**config.mk**
```make
export PLATFORM = sky130hd
export DESIGN_NAME = axi_mst_wr_driver_flat
export DESIGN_NICKNAME = d
export VERILOG_FILES = /design/src/rtl/axi_tb_pkg.sv /design/src/rtl/axi_mst_wr_driver_if.sv /design/src/rtl/axi_tb_sync_fifo.sv /design/src/rtl/axi_mst_wr_driver.sv /design/src/flat_wrapper.sv
export SDC_FILE = /design/constraint.sdc
export NUM_CORES = 1
export LEC_CHECK = 0
export ABC_AREA = 1
export ABC_CLOCK_PERIOD_IN_PS = 11210
export BUFFER_PORTS_ARGS = -buffer_cell sky130_fd_sc_hd__buf_2
export CORE_ASPECT_RATIO = 1.25
export CORE_MARGIN = 2
export CORE_UTILIZATION = 40
export CTS_BUF_LIST = sky130_fd_sc_hd__clkbuf_8
export CTS_CLUSTER_DIAMETER = 50
export DETAILED_ROUTE_END_ITERATION = 7
export GPL_TIMING_DRIVEN = 0
export HOLD_SLACK_MARGIN = 0.08
export PLACE_DENSITY = 0.58
export SYNTH_ARGS = -nofsm -noshare
export SYNTH_HDL_FRONTEND = slang
export SYNTH_HIERARCHICAL = 1
export SYNTH_SLANG_ARGS = --single-unit
```
**constraint.sdc**
```tcl
create_clock -name aclk -period 11.21 [get_ports aclk]
set_clock_uncertainty 0.05 [all_clocks]
set_input_delay 0 -clock aclk [delete_from_list [all_inputs] [get_ports aclk]]
set_output_delay 0 -clock aclk [all_outputs]
set_load 0.02 [all_outputs]
```
**src/rtl/axi_tb_pkg.sv**
```systemverilog
// Shared types and constants for the AXI master write driver.
package axi_tb_pkg;

    // Widest address/ID a command can carry; narrower buses zero-extend into these.
    localparam int CMD_ADDR_W = 64;
    localparam int CMD_ID_W   = 16;

    // Fibonacci taps 16,14,13,11 for a right-shifting register (bits 0,2,3,5 feed bit 15).
    localparam logic [15:0] LFSR_TAPS = 16'h002D;

    typedef enum logic [1:0] {
        OKAY   = 2'b00,
        EXOKAY = 2'b01,
        SLVERR = 2'b10,
        DECERR = 2'b11
    } resp_e;

    typedef struct packed {
        logic [CMD_ADDR_W-1:0] addr;
        logic [7:0]            len;
        logic [2:0]            size;
        logic [CMD_ID_W-1:0]   id;
    } aw_cmd_t;

endpackage

```
**src/rtl/axi_mst_wr_driver_if.sv**
```systemverilog
// Observed AW channel plus driven W channel and B channel of the write driver.
interface axi_mst_wr_driver_if #(
    parameter int AXI_ADDR_W = 32,
    parameter int AXI_ID_W   = 4,
    parameter int AXI_DATA_W = 32
) ();
    logic                    in_awvalid;
    logic                    in_awready;
    logic [AXI_ADDR_W-1:0]   in_awaddr;
    logic [7:0]              in_awlen;
    logic [2:0]              in_awsize;
    logic [AXI_ID_W-1:0]     in_awid;

    logic                    out_wvalid;
    logic                    in_wready;
    logic                    out_wlast;
    logic [AXI_ID_W-1:0]     out_wid;
    logic [AXI_DATA_W-1:0]   out_wdata;
    logic [AXI_DATA_W/8-1:0] out_wstrb;

    logic                    in_bvalid;
    logic                    out_bready;
    logic [AXI_ID_W-1:0]     in_bid;
    logic [1:0]              in_bresp;

    modport master (
        input  in_awvalid, in_awready, in_awaddr, in_awlen, in_awsize, in_awid,
        input  in_wready, in_bvalid, in_bid, in_bresp,
        output out_wvalid, out_wlast, out_wid, out_wdata, out_wstrb, out_bready
    );

    modport slave (
        output in_awvalid, in_awready, in_awaddr, in_awlen, in_awsize, in_awid,
        output in_wready, in_bvalid, in_bid, in_bresp,
        input  out_wvalid, out_wlast, out_wid, out_wdata, out_wstrb, out_bready
    );
endinterface

```
**src/rtl/axi_tb_sync_fifo.sv**
```systemverilog
// Single-clock FIFO with wrap-bit pointers; DEPTH must be a power of 2 and at least 2.
module axi_tb_sync_fifo #(
    parameter int WIDTH = 8,
    parameter int DEPTH = 4
) (
    input  logic             aclk,
    input  logic             aresetn,
    input  logic             srst,
    input  logic             push,
    input  logic             pop,
    input  logic [WIDTH-1:0] din,
    output logic [WIDTH-1:0] dout,
    output logic             full,
    output logic             empty
);
    localparam int IDX_W = $clog2(DEPTH);
    localparam int PTR_W = IDX_W + 1;

    logic [PTR_W-1:0] wr_ptr, rd_ptr;
    logic [WIDTH-1:0] mem [DEPTH];
    logic             do_push, do_pop;

    assign empty   = (wr_ptr == rd_ptr);
    assign full    = (wr_ptr[IDX_W-1:0] == rd_ptr[IDX_W-1:0]) && (wr_ptr[IDX_W] != rd_ptr[IDX_W]);
    assign do_push = push && !full;
    assign do_pop  = pop && !empty;
    assign dout    = mem[rd_ptr[IDX_W-1:0]];

    // Push and pop are independent, so a simultaneous pair leaves occupancy unchanged.
    always_ff @(posedge aclk or negedge aresetn) begin
        if (!aresetn) begin
            wr_ptr <= '0;
            rd_ptr <= '0;
        end else if (srst) begin
            wr_ptr <= '0;
            rd_ptr <= '0;
        end else begin
            if (do_push) wr_ptr <= wr_ptr + PTR_W'(1);
            if (do_pop)  rd_ptr <= rd_ptr + PTR_W'(1);
        end
    end

    always_ff @(posedge aclk) begin
        if (do_push) mem[wr_ptr[IDX_W-1:0]] <= din;
    end

endmodule

```
**src/rtl/axi_mst_wr_driver.sv**
```systemverilog
// AXI write-data driver: queues observed AW commands and emits matching W bursts, tracks B.
// Define AXI_MST_WR_BCHK_EN to add the saturating err_cnt output and protocol $error checks.
module axi_mst_wr_driver
    import axi_tb_pkg::*;
#(
    parameter int          AXI_ADDR_W      = 32,
    parameter int          AXI_ID_W        = 4,
    parameter int          AXI_DATA_W      = 32,
    parameter int          MST_OSTDREQ_NUM = 4,
    parameter int          BREADY_MODE     = 1,
    parameter logic [15:0] LFSR_SEED       = 16'hACE1
) (
    input  logic                               aclk,
    input  logic                               aresetn,
    input  logic                               srst,
    axi_mst_wr_driver_if.master                bus,
    output logic                               cmd_full,
    output logic [$clog2(MST_OSTDREQ_NUM):0]   ostd_cnt
`ifdef AXI_MST_WR_BCHK_EN
    ,
    output logic [15:0]                        err_cnt
`endif
);
    localparam int STRB_W = AXI_DATA_W / 8;
    localparam int LANE_W = $clog2(STRB_W);
    localparam int OSTD_W = $clog2(MST_OSTDREQ_NUM) + 1;

    function automatic logic [STRB_W-1:0] calc_strb(input logic [LANE_W-1:0] addr_lo,
                                                    input logic [7:0]        beat,
                                                    input logic [2:0]        size);
        logic [LANE_W-1:0] lane;
        logic [LANE_W-1:0] align;
        logic [STRB_W-1:0] ones;
        if (int'(size) >= LANE_W) return '1;
        lane  = addr_lo + LANE_W'(beat << size);
        align = LANE_W'((1 << size) - 1);
        lane  = lane & ~align;
        ones  = STRB_W'((1 << (1 << size)) - 1);
        return ones << lane;
    endfunction

    function automatic logic [AXI_DATA_W-1:0] byte_mask(input logic [STRB_W-1:0] strb);
        logic [AXI_DATA_W-1:0] m;
        for (int i = 0; i < STRB_W; i++) m[i*8 +: 8] = {8{strb[i]}};
        return m;
    endfunction

    aw_cmd_t               push_cmd, head;
    logic                  empty, aw_hs, w_hs, wlast_hs, b_hs;
    logic [7:0]            beat_cnt;
    logic [AXI_DATA_W-1:0] wdata_q;
    logic [15:0]           lfsr;
    logic                  bready_q;

    always_comb begin
        push_cmd      = '0;
        push_cmd.addr = CMD_ADDR_W'(bus.in_awaddr);
        push_cmd.len  = bus.in_awlen;
        push_cmd.size = bus.in_awsize;
        push_cmd.id   = CMD_ID_W'(bus.in_awid);
    end

    assign aw_hs = bus.in_awvalid && bus.in_awready;

    axi_tb_sync_fifo #(
        .WIDTH ($bits(aw_cmd_t)),
        .DEPTH (MST_OSTDREQ_NUM)
    ) u_cmd_fifo (
        .aclk    (aclk),
        .aresetn (aresetn),
        .srst    (srst),
        .push    (aw_hs),
        .pop     (wlast_hs),
        .din     (push_cmd),
        .dout    (head),
        .full    (cmd_full),
        .empty   (empty)
    );

    assign bus.out_wvalid = !empty;
    assign bus.out_wlast  = (beat_cnt == head.len) && bus.out_wvalid;
    assign bus.out_wid    = head.id[AXI_ID_W-1:0];
    assign bus.out_wstrb  = bus.out_wvalid ? calc_strb(head.addr[LANE_W-1:0], beat_cnt, head.size) : '0;
    assign bus.out_wdata  = wdata_q;
    assign bus.out_bready = bready_q;

    assign w_hs     = bus.out_wvalid && bus.in_wready;
    assign wlast_hs = w_hs && bus.out_wlast;
    assign b_hs     = bus.in_bvalid && bus.out_bready;

    always_ff @(posedge aclk or negedge aresetn) begin
        if (!aresetn) begin
            beat_cnt <= '0;
            wdata_q  <= '0;
        end else if (srst) begin
            beat_cnt <= '0;
            wdata_q  <= '0;
        end else if (w_hs) begin
            beat_cnt <= wlast_hs ? 8'd0 : beat_cnt + 8'd1;
            wdata_q  <= (wdata_q + AXI_DATA_W'(1)) & byte_mask(bus.out_wstrb);
        end
    end

    // A burst closing in the same cycle as a B response nets to no change.
    always_ff @(posedge aclk or negedge aresetn) begin
        if (!aresetn) begin
            ostd_cnt <= '0;
        end else if (srst) begin
            ostd_cnt <= '0;
        end else if (wlast_hs && !b_hs) begin
            ostd_cnt <= ostd_cnt + OSTD_W'(1);
        end else if (b_hs && !wlast_hs && (ostd_cnt != '0)) begin
            ostd_cnt <= ostd_cnt - OSTD_W'(1);
        end
    end

    always_ff @(posedge aclk or negedge aresetn) begin
        if (!aresetn) begin
            lfsr     <= LFSR_SEED;
            bready_q <= (BREADY_MODE == 0);
        end else if (srst) begin
            lfsr     <= LFSR_SEED;
            bready_q <= (BREADY_MODE == 0);
        end else begin
            lfsr     <= {^(lfsr & LFSR_TAPS), lfsr[15:1]};
            bready_q <= (BREADY_MODE == 0) ? 1'b1 : lfsr[0];
        end
    end

`ifdef AXI_MST_WR_BCHK_EN
    function automatic logic [15:0] sat_add16(input logic [15:0] a, input logic [1:0] inc);
        logic [16:0] s;
        s = {1'b0, a} + 17'(inc);
        return s[16] ? 16'hFFFF : s[15:0];
    endfunction

    logic b_orphan, b_bad_resp, aw_drop;

    assign b_orphan   = b_hs && (ostd_cnt == '0);
    assign b_bad_resp = b_hs && (resp_e'(bus.in_bresp) != OKAY);
    assign aw_drop    = aw_hs && cmd_full;

    always_ff @(posedge aclk or negedge aresetn) begin
        if (!aresetn) begin
            err_cnt <= '0;
        end else if (srst) begin
            err_cnt <= '0;
        end else begin
            err_cnt <= sat_add16(err_cnt, 2'(b_orphan) + 2'(b_bad_resp) + 2'(aw_drop));
        end
    end

    always_ff @(posedge aclk) begin
        if (aresetn && !srst) begin
            if (b_orphan)   $error("B handshake with no outstanding burst");
            if (b_bad_resp) $error("B response not OKAY: %0d", bus.in_bresp);
            if (aw_drop)    $error("AW handshake dropped, command FIFO full");
        end
    end
`endif

    logic unused_bits;
    assign unused_bits = ^{head.addr, head.id, bus.in_bid};

endmodule
```
**src/flat_wrapper.sv**
```systemverilog
// flat-port wrapper written by rule: the top's interface ports become plain ports
module axi_mst_wr_driver_flat import axi_tb_pkg::*;
#(
    parameter int          AXI_ADDR_W      = 32,
    parameter int          AXI_ID_W        = 4,
    parameter int          AXI_DATA_W      = 32,
    parameter int          MST_OSTDREQ_NUM = 4,
    parameter int          BREADY_MODE     = 1,
    parameter logic [15:0] LFSR_SEED       = 16'hACE1
)
  (aclk, aresetn, srst, cmd_full, ostd_cnt, bus_in_awvalid, bus_in_awready, bus_in_awaddr, bus_in_awlen, bus_in_awsize, bus_in_awid, bus_in_wready, bus_in_bvalid, bus_in_bid, bus_in_bresp, bus_out_wvalid, bus_out_wlast, bus_out_wid, bus_out_wdata, bus_out_wstrb, bus_out_bready);
  axi_mst_wr_driver_if #(.AXI_ADDR_W(AXI_ADDR_W), .AXI_ID_W(AXI_ID_W), .AXI_DATA_W(AXI_DATA_W)) bus_i ();
  input  logic aclk;
  input  logic aresetn;
  input  logic srst;
  output logic cmd_full;
  output logic [$clog2(MST_OSTDREQ_NUM):0] ostd_cnt;
  input wire logic [$bits(bus_i.in_awvalid)-1:0] bus_in_awvalid;
  input wire logic [$bits(bus_i.in_awready)-1:0] bus_in_awready;
  input wire logic [$bits(bus_i.in_awaddr)-1:0] bus_in_awaddr;
  input wire logic [$bits(bus_i.in_awlen)-1:0] bus_in_awlen;
  input wire logic [$bits(bus_i.in_awsize)-1:0] bus_in_awsize;
  input wire logic [$bits(bus_i.in_awid)-1:0] bus_in_awid;
  input wire logic [$bits(bus_i.in_wready)-1:0] bus_in_wready;
  input wire logic [$bits(bus_i.in_bvalid)-1:0] bus_in_bvalid;
  input wire logic [$bits(bus_i.in_bid)-1:0] bus_in_bid;
  input wire logic [$bits(bus_i.in_bresp)-1:0] bus_in_bresp;
  output wire logic [$bits(bus_i.out_wvalid)-1:0] bus_out_wvalid;
  output wire logic [$bits(bus_i.out_wlast)-1:0] bus_out_wlast;
  output wire logic [$bits(bus_i.out_wid)-1:0] bus_out_wid;
  output wire logic [$bits(bus_i.out_wdata)-1:0] bus_out_wdata;
  output wire logic [$bits(bus_i.out_wstrb)-1:0] bus_out_wstrb;
  output wire logic [$bits(bus_i.out_bready)-1:0] bus_out_bready;
  assign bus_i.in_awvalid = bus_in_awvalid;
  assign bus_i.in_awready = bus_in_awready;
  assign bus_i.in_awaddr = bus_in_awaddr;
  assign bus_i.in_awlen = bus_in_awlen;
  assign bus_i.in_awsize = bus_in_awsize;
  assign bus_i.in_awid = bus_in_awid;
  assign bus_i.in_wready = bus_in_wready;
  assign bus_i.in_bvalid = bus_in_bvalid;
  assign bus_i.in_bid = bus_in_bid;
  assign bus_i.in_bresp = bus_in_bresp;
  assign bus_out_wvalid = bus_i.out_wvalid;
  assign bus_out_wlast = bus_i.out_wlast;
  assign bus_out_wid = bus_i.out_wid;
  assign bus_out_wdata = bus_i.out_wdata;
  assign bus_out_wstrb = bus_i.out_wstrb;
  assign bus_out_bready = bus_i.out_bready;
  axi_mst_wr_driver #(.AXI_ADDR_W(AXI_ADDR_W), .AXI_ID_W(AXI_ID_W), .AXI_DATA_W(AXI_DATA_W), .MST_OSTDREQ_NUM(MST_OSTDREQ_NUM), .BREADY_MODE(BREADY_MODE), .LFSR_SEED(LFSR_SEED)) u_core (.aclk(aclk), .aresetn(aresetn), .srst(srst), .bus(bus_i), .cmd_full(cmd_full), .ostd_cnt(ostd_cnt));
endmodule
```
Yosys cells after proc, flatten, opt, wreduce, memory -nomap -nowiden
Memory sizes are Yosys's and may differ from the RTL's.
Cells that the tools add are included.
W data, S select, Z words.
{"block": "totals", "ff_bits": 66, "mem_bits_rw": 188, "output_inout_bits": 47, "mem_count": 1}
{"name": "u_core.u_cmd_fifo.mem", "depth": 4, "width": 47, "read_ports": 1, "rd_clocked_by_memory_dff": 0, "wr": 1, "line_no": "axi_tb_sync_fifo.sv:20", "source": "logic [WIDTH-1:0] mem [DEPTH];"}
{"block": "classes", "add_sub_neg": 9, "n_lt_le_gt_ge": 1, "n_eq_ne": 4, "n_shift": 4, "n_mux": 20, "n_bitwise": 3, "reduce_logical": 21}
{"operator": "$mux W32", "count": 2}
{"operator": "$add A32 B1 Y32 const B", "count": 1}
{"operator": "$and A32 B32 Y32", "count": 1}
{"operator": "$shl A1 B3 Y32 const A", "count": 1}
{"operator": "$shl A1 B32 Y4 const A", "count": 1}
{"operator": "$mux W8", "count": 3}
{"operator": "$mux W3", "count": 7}
{"operator": "$mux W16", "count": 1}
{"operator": "$reduce_xor A16 Y1", "count": 1}
{"operator": "$mux W4", "count": 3}
{"operator": "$logic_and A1 B1 Y1", "count": 11}
{"operator": "$add A3 B1 Y3 const B", "count": 3}
{"operator": "$add A8 B1 Y8 const B", "count": 1}
{"operator": "$eq A8 B8 Y1", "count": 1}
{"operator": "$shl A8 B3 Y2", "count": 1}
{"operator": "$reduce_bool A2 Y1", "count": 3}
{"operator": "$reduce_bool A3 Y1", "count": 2}
{"operator": "$logic_not A1 Y1", "count": 4}
{"operator": "$mux W1", "count": 4}
{"operator": "$shl A4 B2 Y4", "count": 1}
{"operator": "$sub A4 B2 Y4 const B", "count": 1}
{"operator": "$eq A3 B3 Y1", "count": 1}
{"operator": "$ge A3 B2 Y1 const B", "count": 1}
{"operator": "$sub A3 B1 Y3 const B", "count": 1}
{"operator": "other kinds (6)", "count": 6}

Depth between registers and ports, before layout
An unclocked memory read counts as a cell.
{"block": "depth", "depth_word": 11, "ltp_mapped": 20}

By module
Netlist, hierarchy kept.
{"module": "axi_tb_sync_fifo", "n_inst": 1, "cells_each": 944, "area_each_um2": 13975.9}
{"module": "axi_mst_wr_driver", "n_inst": 1, "cells_each": 501, "area_each_um2": 3638.5}

Worst setup path before layout
Ideal clock, no wire load.
{"block": "synth_timing", "kind": "register to register", "from": "register u_core.u_cmd_fifo.rd_ptr[0]", "to": "memory u_core/u_cmd_fifo/mem[0][0] (netlist name) (enable)", "t_arrival_ns": 4.687, "slack_ns": 5.932, "stages_incl_launch_ff": 8, "path_buffers": 1, "period_less_slack_ns": 5.278, "cell_sequence": "dfrtp_1 > buf_6 > inv_4 > nand2_1 > nand2_2 > nand3_4 > nand2_2 > nor2_1"}
{"block": "synth_between", "elab_chain_len": 6}
{"item": "start, declared", "line_no": "axi_tb_sync_fifo.sv:19", "source": "logic [PTR_W-1:0] wr_ptr, rd_ptr;"}
{"item": "start signal, assigned", "line_no": "axi_tb_sync_fifo.sv:39", "source": "if (do_pop) rd_ptr <= rd_ptr + PTR_W'(1);"}
{"item": "$eq A2 B2 Y1", "line_no": "axi_tb_sync_fifo.sv:24", "source": "assign full = (wr_ptr[IDX_W-1:0] == rd_ptr[IDX_W-1:0]) && (wr_ptr[IDX_W] != rd_ptr[IDX_W]);"}
{"item": "$logic_and A1 B1 Y1", "line_no": "axi_tb_sync_fifo.sv:24"}
{"item": "$logic_not A1 Y1", "line_no": "axi_tb_sync_fifo.sv:25", "source": "assign do_push = push && !full;"}
{"item": "$logic_and A1 B1 Y1", "line_no": "axi_tb_sync_fifo.sv:25"}
{"item": "$mux W1", "line_no": "axi_tb_sync_fifo.sv:44", "source": "if (do_push) mem[wr_ptr[IDX_W-1:0]] <= din;"}
{"item": "$mux W1 (not written as such)", "line_no": "axi_tb_sync_fifo.sv:44"}
{"item": "end, declared", "line_no": "axi_tb_sync_fifo.sv:20"}
No other way between the ends.

==> impl_metrics.yaml <==
logic_synthesis:
  synthCells: 750
  syn_nets: 819
  synth_area_sq_um: 6785
  synth.avg_cell_area_sq_um: 9.047
  yosys_warnings: 6
critical_path:
  r2r-start: "u_core/u_cmd_fifo/rd_ptr[1]$_DFFE_PN0P_"
  cpPeakStageDelay_ps: 450
  path_delay_family: "compound AO/OA/AOI/OAI gates"
  worstSetupStartpoint: "u_core/u_cmd_fifo/rd_ptr[1]$_DFFE_PN0P_"
  crit_fanout: 10
  critical_path_buf_inv_count: 4
  cp_num_cells: 12
  worstSetupEndpoint: "bus_out_wstrb[1]"
  worstPathCellList: "inv_2 -> buf_4 -> clkbuf_1 -> o21ai_1 -> o22ai_1 -> nor3_1 -> ha_1 -> xnor2_1 -> o21bai_1 -> nand2_1 -> a21oi_2 -> buf_2"
  critical_path_class: "register to output port"
  cp-end-kind: "output port"
  crit_arrival_ps: 3430
  r2r-end: "u_core/ostd_cnt[2]$_DFFE_PN0P_"
  r2r_slack_ps: 8040
  start_kind: "register"
  worstPathRequired_ps: 11160
  rr_worst_depth: 14
  slowest_stage: "dfrtp_1"
timing:
  hold_violations: 0
  slew_violations: 0
  period_needed_ps: 3480
  rsz0062_at_grt: "false"
  clock.fmax_ghz: 0.2874
  min_period_over_period_pct: 31.04
  setup_viol: 0
  tightest_slew_ps: 876.2
  fin_setup_tns_ps: 0
  slew_headroom_pct: 41.52
detailed_routing:
  viasPerCell: 4.875
  wl_per_cell_um: 14.40
  route.detailed.drc: 0
  wl_met3_um: 708
  drtIter0Drc: 314
  wl_met1_um: 7113
  vias: 5358
  top_layer_used: "met4"
  antenna_left: 0
  routed_wl_um: 15830
  wl_met2_um: 7728
  first_pass_iters: 5
floorplan:
  die-height_um: 149.6
  num_rows: 53
  coreArea_sq_um: 16710
  initial_core_util_pct: 40.60
  die_w_um: 120.5
  num_io_pins: 107
  die_area_sq_um: 18030
clock_tree:
  clk_latency_ps: 440
  clkSinkCount: 134
  numCtsBuffers: 17
  htree_levels: 4
  cts_tree: "built"
  path_clk_slew_ps: 80
  clockBufferDepth: 2
  ctsResizeCount: 0
  clockRootBuffer: "clkbuf_8"
global_route:
  overflow: 0
  grt_pass1_wl_um: 25510
  grt_use_total_pct: 18.20
  grt_pass1_vias: 5215
  antenna_found_initial: 0
  grt_max_degree: 67
layout:
  stdcell_count: 1099
  syn_to_final_growth_pct: 18.94
  layout-drive-gt1-share_pct: 20.59
  final_nets: 935
  utilization_pct: 48.29
  n_antenna_cell: 0
power:
  ir_worst_vdd_uv: 89.11
  power_mw: 0.9863
  leakagePower_nw: 3.596
  powerDensity_nw_per_um2: 122.2
flow_run:
  drv_cap: 0
place:
  post-place-cells: 1043
  hpwl_um: 11090
  io_buffer_count: 70
  gp_congestion: 0.8391
worst_hold_path:
  hold_path.class: "input port to async pin"
outcome:
  status: "complete, no violations"
[power breakdown]
group / switching, mW / internal [mW] / leakage (nW) / total (mW)
Sequential: 0.00509 / 0.531 / 1.50 / 0.536
Combinational: 0.0506 / 0.0268 / 1.92 / 0.0774
Clock: 0.197 / 0.176 / 0.180 / 0.373
Total: 0.252 / 0.734 / 3.60 / 0.986
[layer usage]
metal | vias to the layer above | track usage, %
li1 | 2703 | -
met1 | 2487 | 23.29
met2 | 148 | 30.42
met3 | 20 | 3.277
met4 | 0 | 7.500
met5 | - | 0
[flip-flops by register name, indices dropped and copies added, names as in the netlist]
| register | cells |
|---|---|
| u_core/beat_cnt | 8 |
| u_core/bus.out_bready | 1 |
| u_core/bus.out_wdata | 32 |
| u_core/lfsr | 16 |
| u_core/ostd_cnt | 3 |
| u_core/u_cmd_fifo/mem | 68 |
| u_core/u_cmd_fifo/rd_ptr | 3 |
| u_core/u_cmd_fifo/wr_ptr | 3 |
[final cells by class]
class                           count  area (sq um)
Buffer                             38         250.2
Clock buffer                       17         234.0
Clock inverter                     15         130.1
Fill cell                        1619          8641
Inverter                           87         329.1
Multi-Input combinational cell    491          2510
Sequential cell                   134          3704
Tap cell                          220         275.3
Timing Repair Buffer               97         638.1
[worst min-delay path by stage]
| stage | from | to | slack (ps) | depth (start not counted) |
|---|---|---|---|---|
| after floorplan | aresetn | u_core/beat_cnt[0]$_DFFE_PN0P_ | -350 | 0 |
| after global placement | bus_in_awlen[2] | u_core/u_cmd_fifo/mem[0][21]$_DFFE_PP_ | 160 | 1 |
| after detailed placement | aresetn | u_core/bus.out_wdata[7]$_DFFE_PN0P_ | 130 | 1 |
| after CTS | aresetn | u_core/bus.out_wdata[7]$_DFFE_PN0P_ | 190 | 2 |
| after global routing | aresetn | u_core/bus.out_wdata[6]$_DFFE_PN0P_ | 220 | 2 |
| final | aresetn | u_core/bus.out_wdata[5]$_DFFE_PN0P_ | 150 | 2 |
[worst reg2reg max path: cells and delay by family (launching register included)]
family	cells	cell delay [ps]
AND/OR/NAND/NOR	6	890
AO/OA/AOI/OAI	3	680
adder cells (fa/ha/maj)	1	180
buffers and inverters	3	670
XOR/XNOR	1	140
flip-flops	1	450
[through the flow]
stage	setup slack [ps]	area (sq um)	hold WS (ps)
after global routing	7501	8070	222.7
after detailed placement	8042	7466	130.1
final	7730	8070	153.3
after floorplan	8611	6785	-345.6
after CTS	7713	8070	187.5
after global placement	8059	7411	163.2
[cell usage in the layout, fill, tap and decap left out, types with 8 or more instances in the layout]
| master | count |
|---|---|
| clkbuf_8 | 17 |
| inv_1 | 79 |
| o21ai_1 | 25 |
| o21ai_0 | 32 |
| inv_2 | 8 |
| clkbuf_1 | 15 |
| dfstp_2 | 8 |
| ha_1 | 8 |
| nand2_1 | 160 |
| xor2_1 | 13 |
| nor2_1 | 88 |
| nor3_1 | 14 |
| nand4_1 | 21 |
| edfxtp_1 | 68 |
| nand3_1 | 41 |
| o22ai_1 | 23 |
| dlygate4sd3_1 | 24 |
| dfrtp_1 | 58 |
| nor2_2 | 11 |
| a21oi_1 | 10 |
| buf_2 | 77 |
| buf_6 | 11 |
| or2_2 | 8 |
[repair_timing]
item / 4_1_cts / 5_1_grt
endpoints found under the hold margin: 157 / 0
hold buffers: 24 / 0
buffers inserted: 0 / 0
Power figures use the tool's default switching activity.
